## src/rtl/cur_fetch_pkg.sv

```systemverilog
// Shared types and constants for the current-block fetch unit.
// The 8x8 luma block geometry is fixed: 8 rows of 4 two-pixel words give 32 word slots.
package cur_fetch_pkg;

    typedef enum logic [1:0] {
        StIdle,
        StFill,
        StWaitSwap,
        StDrain
    } state_e;

    localparam int unsigned BlkRowPx    = 8;
    localparam int unsigned BlkRowWords = 4;
    localparam int unsigned BlkSlots    = BlkRowPx * BlkRowWords;

    localparam int unsigned FrameWWordsDef = 88;
    localparam int unsigned BlkColsDef     = 22;
    localparam int unsigned BlkRowsDef     = 18;
    localparam int unsigned AddrWDef       = 16;

endpackage

```

## src/rtl/cur_addr_gen.sv

```systemverilog
// Block/row/word counters and incremental word-address arithmetic for block fetches.
// Row and block-row start addresses are kept in registers so no multiplier is needed.
module cur_addr_gen
    import cur_fetch_pkg::*;
#(
    parameter int unsigned FRAME_W_WORDS = FrameWWordsDef,
    parameter int unsigned BLK_COLS      = BlkColsDef,
    parameter int unsigned BLK_ROWS      = BlkRowsDef,
    parameter int unsigned ADDR_W        = AddrWDef
) (
    input  logic              clk,
    input  logic              rst,
    input  logic              init_i,
    input  logic [ADDR_W-1:0] base_addr_i,
    input  logic              step_i,
    input  logic              next_blk_i,
    output logic [ADDR_W-1:0] addr_o,
    output logic [4:0]        slot_o,
    output logic              last_slot_o,
    output logic [4:0]        bx_o,
    output logic [4:0]        by_o,
    output logic              last_blk_o
);

    localparam logic [ADDR_W-1:0] RowStep    = ADDR_W'(FRAME_W_WORDS);
    localparam logic [ADDR_W-1:0] BlkRowStep = ADDR_W'(FRAME_W_WORDS * BlkRowPx);
    localparam logic [ADDR_W-1:0] ColStep    = ADDR_W'(BlkRowWords);
    localparam logic [1:0]        WordLast   = 2'(BlkRowWords - 1);
    localparam logic [4:0]        SlotLast   = 5'(BlkSlots - 1);
    localparam logic [4:0]        BxLast     = 5'(BLK_COLS - 1);
    localparam logic [4:0]        ByLast     = 5'(BLK_ROWS - 1);

    logic [ADDR_W-1:0] row_base_q, row_base_d;
    logic [ADDR_W-1:0] blk_row_base_q, blk_row_base_d;
    logic [ADDR_W-1:0] col_off_q, col_off_d;
    logic [1:0]        word_q, word_d;
    logic [2:0]        row_q, row_d;
    logic [4:0]        bx_q, bx_d;
    logic [4:0]        by_q, by_d;

    always_comb begin
        row_base_d     = row_base_q;
        blk_row_base_d = blk_row_base_q;
        col_off_d      = col_off_q;
        word_d         = word_q;
        row_d          = row_q;
        bx_d           = bx_q;
        by_d           = by_q;
        if (init_i) begin
            row_base_d     = base_addr_i;
            blk_row_base_d = base_addr_i;
            col_off_d      = '0;
            word_d         = '0;
            row_d          = '0;
            bx_d           = '0;
            by_d           = '0;
        end else if (next_blk_i) begin
            word_d = '0;
            row_d  = '0;
            if (bx_q == BxLast) begin
                bx_d           = '0;
                by_d           = by_q + 5'd1;
                col_off_d      = '0;
                blk_row_base_d = blk_row_base_q + BlkRowStep;
                row_base_d     = blk_row_base_q + BlkRowStep;
            end else begin
                bx_d       = bx_q + 5'd1;
                col_off_d  = col_off_q + ColStep;
                row_base_d = blk_row_base_q;
            end
        end else if (step_i) begin
            if (word_q == WordLast) begin
                word_d     = '0;
                row_d      = row_q + 3'd1;
                row_base_d = row_base_q + RowStep;
            end else begin
                word_d = word_q + 2'd1;
            end
        end
    end

    always_ff @(posedge clk) begin
        if (rst) begin
            row_base_q     <= '0;
            blk_row_base_q <= '0;
            col_off_q      <= '0;
            word_q         <= '0;
            row_q          <= '0;
            bx_q           <= '0;
            by_q           <= '0;
        end else begin
            row_base_q     <= row_base_d;
            blk_row_base_q <= blk_row_base_d;
            col_off_q      <= col_off_d;
            word_q         <= word_d;
            row_q          <= row_d;
            bx_q           <= bx_d;
            by_q           <= by_d;
        end
    end

    assign addr_o      = row_base_q + col_off_q + ADDR_W'(word_q);
    assign slot_o      = {row_q, word_q};
    assign last_slot_o = (slot_o == SlotLast);
    assign bx_o        = bx_q;
    assign by_o        = by_q;
    assign last_blk_o  = (bx_q == BxLast) && (by_q == ByLast);

endmodule

```

## src/rtl/cur_fetch.sv

```systemverilog
// Fetches 8x8 current blocks in raster order into a double-banked block register
// and hands each completed bank to the SAD stage via blk_ready/blk_done.
module cur_fetch
    import cur_fetch_pkg::*;
#(
    parameter int unsigned FRAME_W_WORDS = FrameWWordsDef,
    parameter int unsigned BLK_COLS      = BlkColsDef,
    parameter int unsigned BLK_ROWS      = BlkRowsDef,
    parameter int unsigned ADDR_W        = AddrWDef
) (
    input  logic              clk,
    input  logic              rst,
    input  logic              start,
    input  logic [ADDR_W-1:0] base_addr,
    output logic              mem_req,
    output logic [ADDR_W-1:0] mem_addr,
    input  logic              mem_ack,
    input  logic [15:0]       mem_rdata,
    output logic [15:0]       data_out,
    output logic [4:0]        counter,
    output logic              ber,
    output logic              pause_out,
    output logic              blk_ready,
    input  logic              blk_done,
    output logic [4:0]        blk_x,
    output logic [4:0]        blk_y,
    output logic              busy,
    output logic              frame_done
);

    state_e      state_q, state_d;
    logic [15:0] data_out_q, data_out_d;
    logic [4:0]  counter_q, counter_d;
    logic        pause_q, pause_d;
    logic        ber_q, ber_d;
    logic        blk_ready_q, blk_ready_d;
    logic [4:0]  blk_x_q, blk_x_d;
    logic [4:0]  blk_y_q, blk_y_d;
    logic        busy_q, busy_d;
    logic        frame_done_q, frame_done_d;

    logic        gen_init, gen_step, gen_next_blk;
    logic [4:0]  gen_slot, gen_bx, gen_by;
    logic        gen_last_slot, gen_last_blk;

    cur_addr_gen #(
        .FRAME_W_WORDS (FRAME_W_WORDS),
        .BLK_COLS      (BLK_COLS),
        .BLK_ROWS      (BLK_ROWS),
        .ADDR_W        (ADDR_W)
    ) u_addr_gen (
        .clk         (clk),
        .rst         (rst),
        .init_i      (gen_init),
        .base_addr_i (base_addr),
        .step_i      (gen_step),
        .next_blk_i  (gen_next_blk),
        .addr_o      (mem_addr),
        .slot_o      (gen_slot),
        .last_slot_o (gen_last_slot),
        .bx_o        (gen_bx),
        .by_o        (gen_by),
        .last_blk_o  (gen_last_blk)
    );

    always_comb begin
        state_d      = state_q;
        data_out_d   = data_out_q;
        counter_d    = counter_q;
        pause_d      = 1'b1;
        ber_d        = ber_q;
        blk_ready_d  = blk_ready_q;
        blk_x_d      = blk_x_q;
        blk_y_d      = blk_y_q;
        busy_d       = busy_q;
        frame_done_d = 1'b0;
        gen_init     = 1'b0;
        gen_step     = 1'b0;
        gen_next_blk = 1'b0;
        mem_req      = 1'b0;

        if (blk_done && blk_ready_q) begin
            blk_ready_d = 1'b0;
        end

        unique case (state_q)
            StIdle: begin
                if (start) begin
                    gen_init = 1'b1;
                    busy_d   = 1'b1;
                    state_d  = StFill;
                end
            end
            StFill: begin
                mem_req = 1'b1;
                if (mem_ack) begin
                    gen_step   = 1'b1;
                    data_out_d = mem_rdata;
                    counter_d  = gen_slot;
                    pause_d    = 1'b0;
                    if (gen_last_slot) begin
                        state_d = StWaitSwap;
                    end
                end
            end
            StWaitSwap: begin
                // pause_q low means slot 31 is being written now; the bank may not flip yet.
                if (pause_q && (!blk_ready_q || blk_done)) begin
                    ber_d       = ~ber_q;
                    blk_ready_d = 1'b1;
                    blk_x_d     = gen_bx;
                    blk_y_d     = gen_by;
                    if (gen_last_blk) begin
                        state_d = StDrain;
                    end else begin
                        gen_next_blk = 1'b1;
                        state_d      = StFill;
                    end
                end
            end
            StDrain: begin
                if (blk_done && blk_ready_q) begin
                    frame_done_d = 1'b1;
                    busy_d       = 1'b0;
                    state_d      = StIdle;
                end
            end
            default: state_d = StIdle;
        endcase
    end

    always_ff @(posedge clk) begin
        if (rst) begin
            state_q      <= StIdle;
            data_out_q   <= '0;
            counter_q    <= '0;
            pause_q      <= 1'b1;
            ber_q        <= 1'b0;
            blk_ready_q  <= 1'b0;
            blk_x_q      <= '0;
            blk_y_q      <= '0;
            busy_q       <= 1'b0;
            frame_done_q <= 1'b0;
        end else begin
            state_q      <= state_d;
            data_out_q   <= data_out_d;
            counter_q    <= counter_d;
            pause_q      <= pause_d;
            ber_q        <= ber_d;
            blk_ready_q  <= blk_ready_d;
            blk_x_q      <= blk_x_d;
            blk_y_q      <= blk_y_d;
            busy_q       <= busy_d;
            frame_done_q <= frame_done_d;
        end
    end

    assign data_out   = data_out_q;
    assign counter    = counter_q;
    assign pause_out  = pause_q;
    assign ber        = ber_q;
    assign blk_ready  = blk_ready_q;
    assign blk_x      = blk_x_q;
    assign blk_y      = blk_y_q;
    assign busy       = busy_q;
    assign frame_done = frame_done_q;

endmodule

```

## config.mk

```make
export PLATFORM = sky130hd
export DESIGN_NAME = cur_fetch
export DESIGN_NICKNAME = d
export VERILOG_FILES = /design/src/rtl/cur_fetch_pkg.sv /design/src/rtl/cur_addr_gen.sv /design/src/rtl/cur_fetch.sv
export SDC_FILE = /design/constraint.sdc
export NUM_CORES = 1
export LEC_CHECK = 0
export BUFFER_PORTS_ARGS = -buffer_cell sky130_fd_sc_hd__buf_4
export CAP_MARGIN = 10
export CORE_ASPECT_RATIO = 1.4
export CORE_MARGIN = 5
export CORE_UTILIZATION = 55
export DETAILED_ROUTE_END_ITERATION = 12
export GPL_TIMING_DRIVEN = 0
export HOLD_SLACK_MARGIN = 0.02
export PLACE_DENSITY = 0.78
export SLEW_MARGIN = 20
export SYNTH_ARGS = -nofsm -noshare
export SYNTH_HDL_FRONTEND = slang
export SYNTH_HIERARCHICAL = 1
export SYNTH_SLANG_ARGS = --single-unit
```

## constraint.sdc

```tcl
create_clock -name clk -period 3.9 [get_ports clk]
set_clock_uncertainty 0.2 [all_clocks]
set_input_delay 0.195 -clock clk [delete_from_list [all_inputs] [get_ports clk]]
set_output_delay 0.195 -clock clk [all_outputs]
set_load 0.03 [all_outputs]
```

After elaboration in Yosys (flattened, before gate mapping) --
Index checks and enable logic that the tools add are counted. W data, S select, Z words.
Word-level totals: register bits after elaboration 101, latch bits 0, memory bits (writable) 0, ROM bits 0, output and inout port bits 53, logic and storage cells 95, memories kept 0
Cells by class: add/subtract/negate cells 9, $mul 0, divide/modulo/power cells 0, order comparisons 0, equality and inequality tests 12, shifts and indexed selects 0, muxes and demuxes 33, bitwise gates (word level) 3, reduce and logical (&&, ||, !) cells 21
Operator list (count):
- $mux W16 | 8
- $add A16 B10 Y16 const B | 1
- $add A16 B16 Y16 | 1
- $add A16 B2 Y16 | 1
- $add A16 B3 Y16 const B | 1
- $add A16 B7 Y16 const B | 1
- $eq A5 B5 Y1 const B | 3
- $mux W1 | 15
- $mux W2 | 7
- $add A5 B1 Y5 const B | 2
- $ne A2 B2 Y1 const B | 5
- $reduce_and A2 Y1 | 5
- $pmux W2 S4 | 1
- $eq A2 B2 Y1 const B | 3
- $reduce_bool A3 Y1 | 2
- $reduce_or A2 Y1 | 3
- $mux W5 | 1
- $reduce_and A5 Y1 | 1
- $reduce_bool A2 Y1 | 2
- $add A3 B1 Y3 const B | 1
- $logic_and A1 B1 Y1 | 3
- $not A1 Y1 | 3
- $reduce_and A3 Y1 | 1
- $reduce_or A3 Y1 | 1
- other kinds (6) | 6

Logic depth before layout (Yosys ltp) --
word-level depth 7, gate-level depth with buffers 11

By module --
The synthesis kept the hierarchy.
By module, submodules not included:
- cur_addr_gen | instances 1, cells each 463, area an instance 3816.2 um^2
- cur_fetch | instances 1, cells each 172, area an instance 1546.5 um^2

Worst setup path after synthesis --
No wires, ideal clock.
path type reg2out, start point register u_addr_gen.row_base_q[9], end point output mem_addr[14], data arrival time 2710 ps, required time 3505 ps, path slack 795 ps, stages on the path, launching flop included 8, path buffers 0, cells stage by stage dfxtp_1 > ha_1 > ha_1 > and3_1 > nand2_1 > a21oi_1 > o22ai_1 > o311ai_0
On the way: longest elaborated chain between the ends 2
Ends and longest elaborated chain:
- start, declared | line cur_addr_gen.sv:33 | logic [ADDR_W-1:0] row_base_q, row_base_d;
- start signal, assigned | line cur_addr_gen.sv:92 | row_base_q <= row_base_d;
- $add A16 B16 Y16 | line cur_addr_gen.sv:102 | assign addr_o = row_base_q + col_off_q + ADDR_W'(word_q);
- $add A16 B2 Y16 | line cur_addr_gen.sv:102
- end, declared | line cur_fetch.sv:16 | output logic [ADDR_W-1:0] mem_addr,
Every way passes these cells.

Worst setup path in the final report --
start point register u_addr_gen.bx_q[0], in the netlist u_addr_gen/bx_o[0], end point register u_addr_gen.row_base_q[11]
On the way: longest elaborated chain between the ends 7, elaborated cells between the ends (all ways) 11, classes of those cells eq/ne: 1; mux: 6; reduce/logical: 4
Ends and longest elaborated chain:
- start, declared | line cur_addr_gen.sv:38 | logic [4:0] bx_q, bx_d;
- start signal, assigned | line cur_addr_gen.sv:89 | bx_q <= '0;
- start signal, assigned | line cur_addr_gen.sv:97 | bx_q <= bx_d;
- $eq A5 B5 Y1 * | line cur_addr_gen.sv:107 | assign last_blk_o = (bx_q == BxLast) && (by_q == ByLast);
- $logic_and A1 B1 Y1 * | line cur_addr_gen.sv:107
- named net gen_last_blk | line cur_fetch.sv:44 | logic gen_last_slot, gen_last_blk;
- $mux W1 * | line cur_fetch.sv:113 | if (gen_last_blk) begin
- $mux W1 * | line cur_fetch.sv:108 | if (pause_q && (!blk_ready_q || blk_done)) begin
- $mux W1 * | line cur_fetch.sv:86 | unique case (state_q)
- named net gen_next_blk | line cur_fetch.sv:42 | logic gen_init, gen_step, gen_next_blk;
- $reduce_bool A3 Y1 (no line) or $mux W16 (tied branches)
- $reduce_and A2 Y1 (no line) or $mux W16 (tied branches)
Mark *: on every way through the listed nets, which the timed path passes. The rest lies on a longest branch. A chain may end at the register's enable or synchronous reset.

==> implementation parameters <==
Parameter                              Value

Die
  # rows    42
  Placeable core region    0.00951 mm²
  Overall die width    93.5 µm
  Vert. Die Dim    127 µm
  Top Ports    90
  Die area    0.0119 mm²
  Effective utilization at floorplan    0.564

Critical path
  Worst setup SP type    register
  Endpoint class of the critical path    register
  Standard cell with the maximum stage delay on the critical path    sky130_fd_sc_hd__nor4_1
  Max FO, Critical Path    10
  Worst-path cell chain    ha_1, nand4b_1, nor4_1, nor2_1, clkbuf_1, nor2_1, clkbuf_1, buf_1, nand2_1, a21oi_1
  Data arrival, critical path    3.61 ns
  Required arrival time at the worst endpoint    3.96 ns
  Worst stage delay on the critical path    0.52 ns
  Class of the most critical setup path    reg -> reg

Drt
  Total Wirelength    13600 µm
  Drt wl/cell    15.1 µm
  Average vias per placed instance    5.51
  Via count    4964
  Total iterations of the first detailed-routing run    5
  Antenna-violating nets left    0
  Number of DRC markers in iteration 0    298
  Number of remaining DRC errors    0

Yosys
  Top cells by area, synth    sky130_fd_sc_hd__dfxtp_1 37%, sky130_fd_sc_hd__ha_1 9.1%, sky130_fd_sc_hd__nand2_1 6.7%, sky130_fd_sc_hd__a21oi_1 5.6%, sky130_fd_sc_hd__nor2_1 4.3%
  Mean post-synth cell area    8.45 µm²
  Cell taking the most area after synthesis    sky130_fd_sc_hd__dfxtp_1
  Post-Synthesis Cells    635
  Synth async-reset ratio    0
  Count of warnings emitted by yosys    6
  Most used flip-flop cell after synthesis    sky130_fd_sc_hd__dfxtp_1
  Flip-flop and latch count after synthesis    99
  Count of distinct cell types in the synthesized netlist    62
  Number of synthesized flops with an enable pin    0
  Area share of the largest cell type after synthesis    0.370
  Synthesized netlist net count    712
  Syn Std Cell Area    0.00536 mm²
  Sequential-to-total area share from yosys stat    0.370

STA
  Worst-margin pin slew    0.609 ns
  Fin. Hold Viols    0
  Max Fclk    282 MHz
  Final setup violating endpoints    0
  Min cycle time layout    3.55 ns
  Sum Neg Setup Slack    0 ns
  Final cycle utilization of the critical path    0.909
  Unrepaired setup endpoints after global routing    no
  Max-Slew Margin vs Limit    0.594
  Pins Over Slew Limit    0

Global routing
  All-Layer GR Usage    0.230
  Maximum number of pins on one net before global-route repair    16
  Global-route wire length before repair    22300 µm
  Final global-route overflow total    0
  Vias in the first global route    4860
  Number of antenna violations at the first check in global routing    0

Place
  IO Port Bufs    89
  GP Congestion    0.886
  Dpl hpwl    9720 µm
  Cell Count Post-Placement    856

Clocking
  Resized Gates After CTS    0
  Clock buffer depth    2
  Setup fix buffers added after clock tree synthesis    0
  Maximum level of the CTS H-tree    3
  Clock Root Buffer    sky130_fd_sc_hd__clkbuf_16
  Total clock buffers created by CTS    9
  Worst-skew pair later-pin latency    0.34 ns
  Clock-pin slew of the registers on the worst-case setup and hold paths    0.07 ns
  CTS tree    built
  Clock sink count    99

Power
  Sequential cell fraction of total power    0.458
  Standby leakage power    0.00286 µW
  Power per cell area    340 mW/mm²
  Share of power burned in the clock network    0.415
  Psw    552 µW
  Cell internal pwr    1770 µW
  Share of total power consumed by net switching    0.238
  IR Drop Worst-Case VDD    0.000261 V
  Comb pwr share    0.127

Run status
  Run status    completed

Cells and area
  Nets    841
  Non-filler cells in the finished layout    901
  Multi-input gate area in the final layout    0.00315 mm²
  Proportion of layout cells with a drive suffix above 1    0.168
  Final-layout fill cell count    742
  Layout overhead on the synthesized area    27.1%
  Fin util    0.717
  Area used by sequential logic in the layout    0.00198 mm²
  Total inserted antenna cells    0

Worst hold path
  Class of the most critical hold timing path    in -> reg

Run
  Max-Cap Viols    0
[area by class of cell]
cell class / count / share of cell area
multi-input combinational: 489 / 0.462
sequential: 99 / 0.291
timing repair buffer: 118 / 0.141
clock buffer: 12 / 0.0376
buffer: 32 / 0.0261
tap: 132 / 0.0242
clock inverter: 4 / 0.0106
inverter: 15 / 0.00826
[state kept, by name, indices dropped and copies added (netlist names)]
signal and cells:
u_addr_gen/by_o 5, blk_ready 1, counter 5, u_addr_gen/blk_row_base_q 16
u_addr_gen/word_q 2, u_addr_gen/col_off_q 14, frame_done 1, u_addr_gen/row_base_q 16
u_addr_gen/row_q 3, state_q 2, blk_x 5, ber 1
blk_y 5, u_addr_gen/bx_o 5, data_out 16, pause_out 1
busy 1
[critical path, delay by kind of cell, from the launching register on]
kind            cells  cell delay [ns]
compound gates      1             0.17
fa+ha+maj           1             0.20
buf+inv             3             1.13
flops               1             0.43
simple gates        5             1.33
[what timing repair did]
item / in CTS / in global routing
endpoints found under the setup margin: 0 / 0
hold buffers: 29 / 0
endpoints found under the hold margin: 33 / 0
[per-layer routing]
layer	track usage	routed length (µm)	up-vias
met4	0.0863	289	0
met3	0.0249	670	20
met5	0	0	-
met2	0.425	6970	138
met1	0.269	5640	2352
li1	-	-	2454
[power groups by stage]
stage | registers (µW) | logic, µW | clock network, µW
2_1_floorplan | 1090 | 157 | 0
3_3_place_gp | 1080 | 263 | 0
3_5_place_dp | 1080 | 267 | 0
4_1_cts | 1060 | 293 | 980
5_1_grt | 1070 | 320 | 1020
6_report | 1060 | 295 | 961
[Yosys cell counts, drive strengths merged (4+ instances only)]
cell type and number:
ha 39, nand4 8, a211oi 6, o211ai 7, a31oi 5, a21oi 61, o21ai 18, dfxtp 99
or3 6, nor3 7, xnor2 23, clkbuf 15, nor2 62, and3 7, a22oi 4, nand2 96
mux2i 18, inv 15, xor2 17, nand3 11, o21a 10, buf 17, nand2b 26, nor2b 11
[placed cells by master (no fill, tap or decap), types with 8 or more instances in the layout]
cell	synthesis	final
sky130_fd_sc_hd__inv_1	14	14
sky130_fd_sc_hd__nor2_1	62	62
sky130_fd_sc_hd__buf_4	3	92
sky130_fd_sc_hd__clkbuf_1	15	16
sky130_fd_sc_hd__mux2i_1	18	18
sky130_fd_sc_hd__nor2b_1	11	11
sky130_fd_sc_hd__o21a_1	10	10
sky130_fd_sc_hd__xnor2_1	23	23
sky130_fd_sc_hd__dfxtp_1	99	99
sky130_fd_sc_hd__ha_1	39	39
sky130_fd_sc_hd__dlygate4sd3_1	0	29
sky130_fd_sc_hd__nand2b_1	25	25
sky130_fd_sc_hd__o21ai_0	17	17
sky130_fd_sc_hd__clkbuf_16	0	9
sky130_fd_sc_hd__xor2_1	17	17
sky130_fd_sc_hd__a21oi_1	60	60
sky130_fd_sc_hd__nand3_1	11	11
sky130_fd_sc_hd__nand2_1	96	96
sky130_fd_sc_hd__nand4_1	8	8
[cell families after synthesis]
logic type / share of synthesized area
mux: 0.0378
fa+ha+maj: 0.0947
compound gates: 0.164
buf+inv: 0.0436
xor+xnor: 0.0653
simple gates: 0.224
flops: 0.370
[metrics by stage]
step	hold slack (ns)	setup slack (ns)	area [µm²]	power (µW)
floorplan	0.0795	0.795	5360	1250
global placement	0.242	0.596	6200	1350
detailed placement	0.249	0.487	6200	1350
CTS	0.0203	0.450	6820	2330
global route	0.0321	0.0835	6820	2400
finish	0.0221	0.354	6820	2320
[final timing paths]
path / slack, ns / endpoint / cells after the start / from
worst max register to register: 0.35 / u_addr_gen/row_base_q[11] / 10 / u_addr_gen/bx_o[0]
worst max-delay path: 0.35 / u_addr_gen/row_base_q[11] / 10 / u_addr_gen/bx_o[0]
worst min register to register: 0.26 / data_out[8] / 2 / data_out[8]
worst min-delay path: 0.02 / u_addr_gen/blk_row_base_q[6] / 3 / base_addr[6]
No activity file was read; power rests on OpenSTA's default activity.
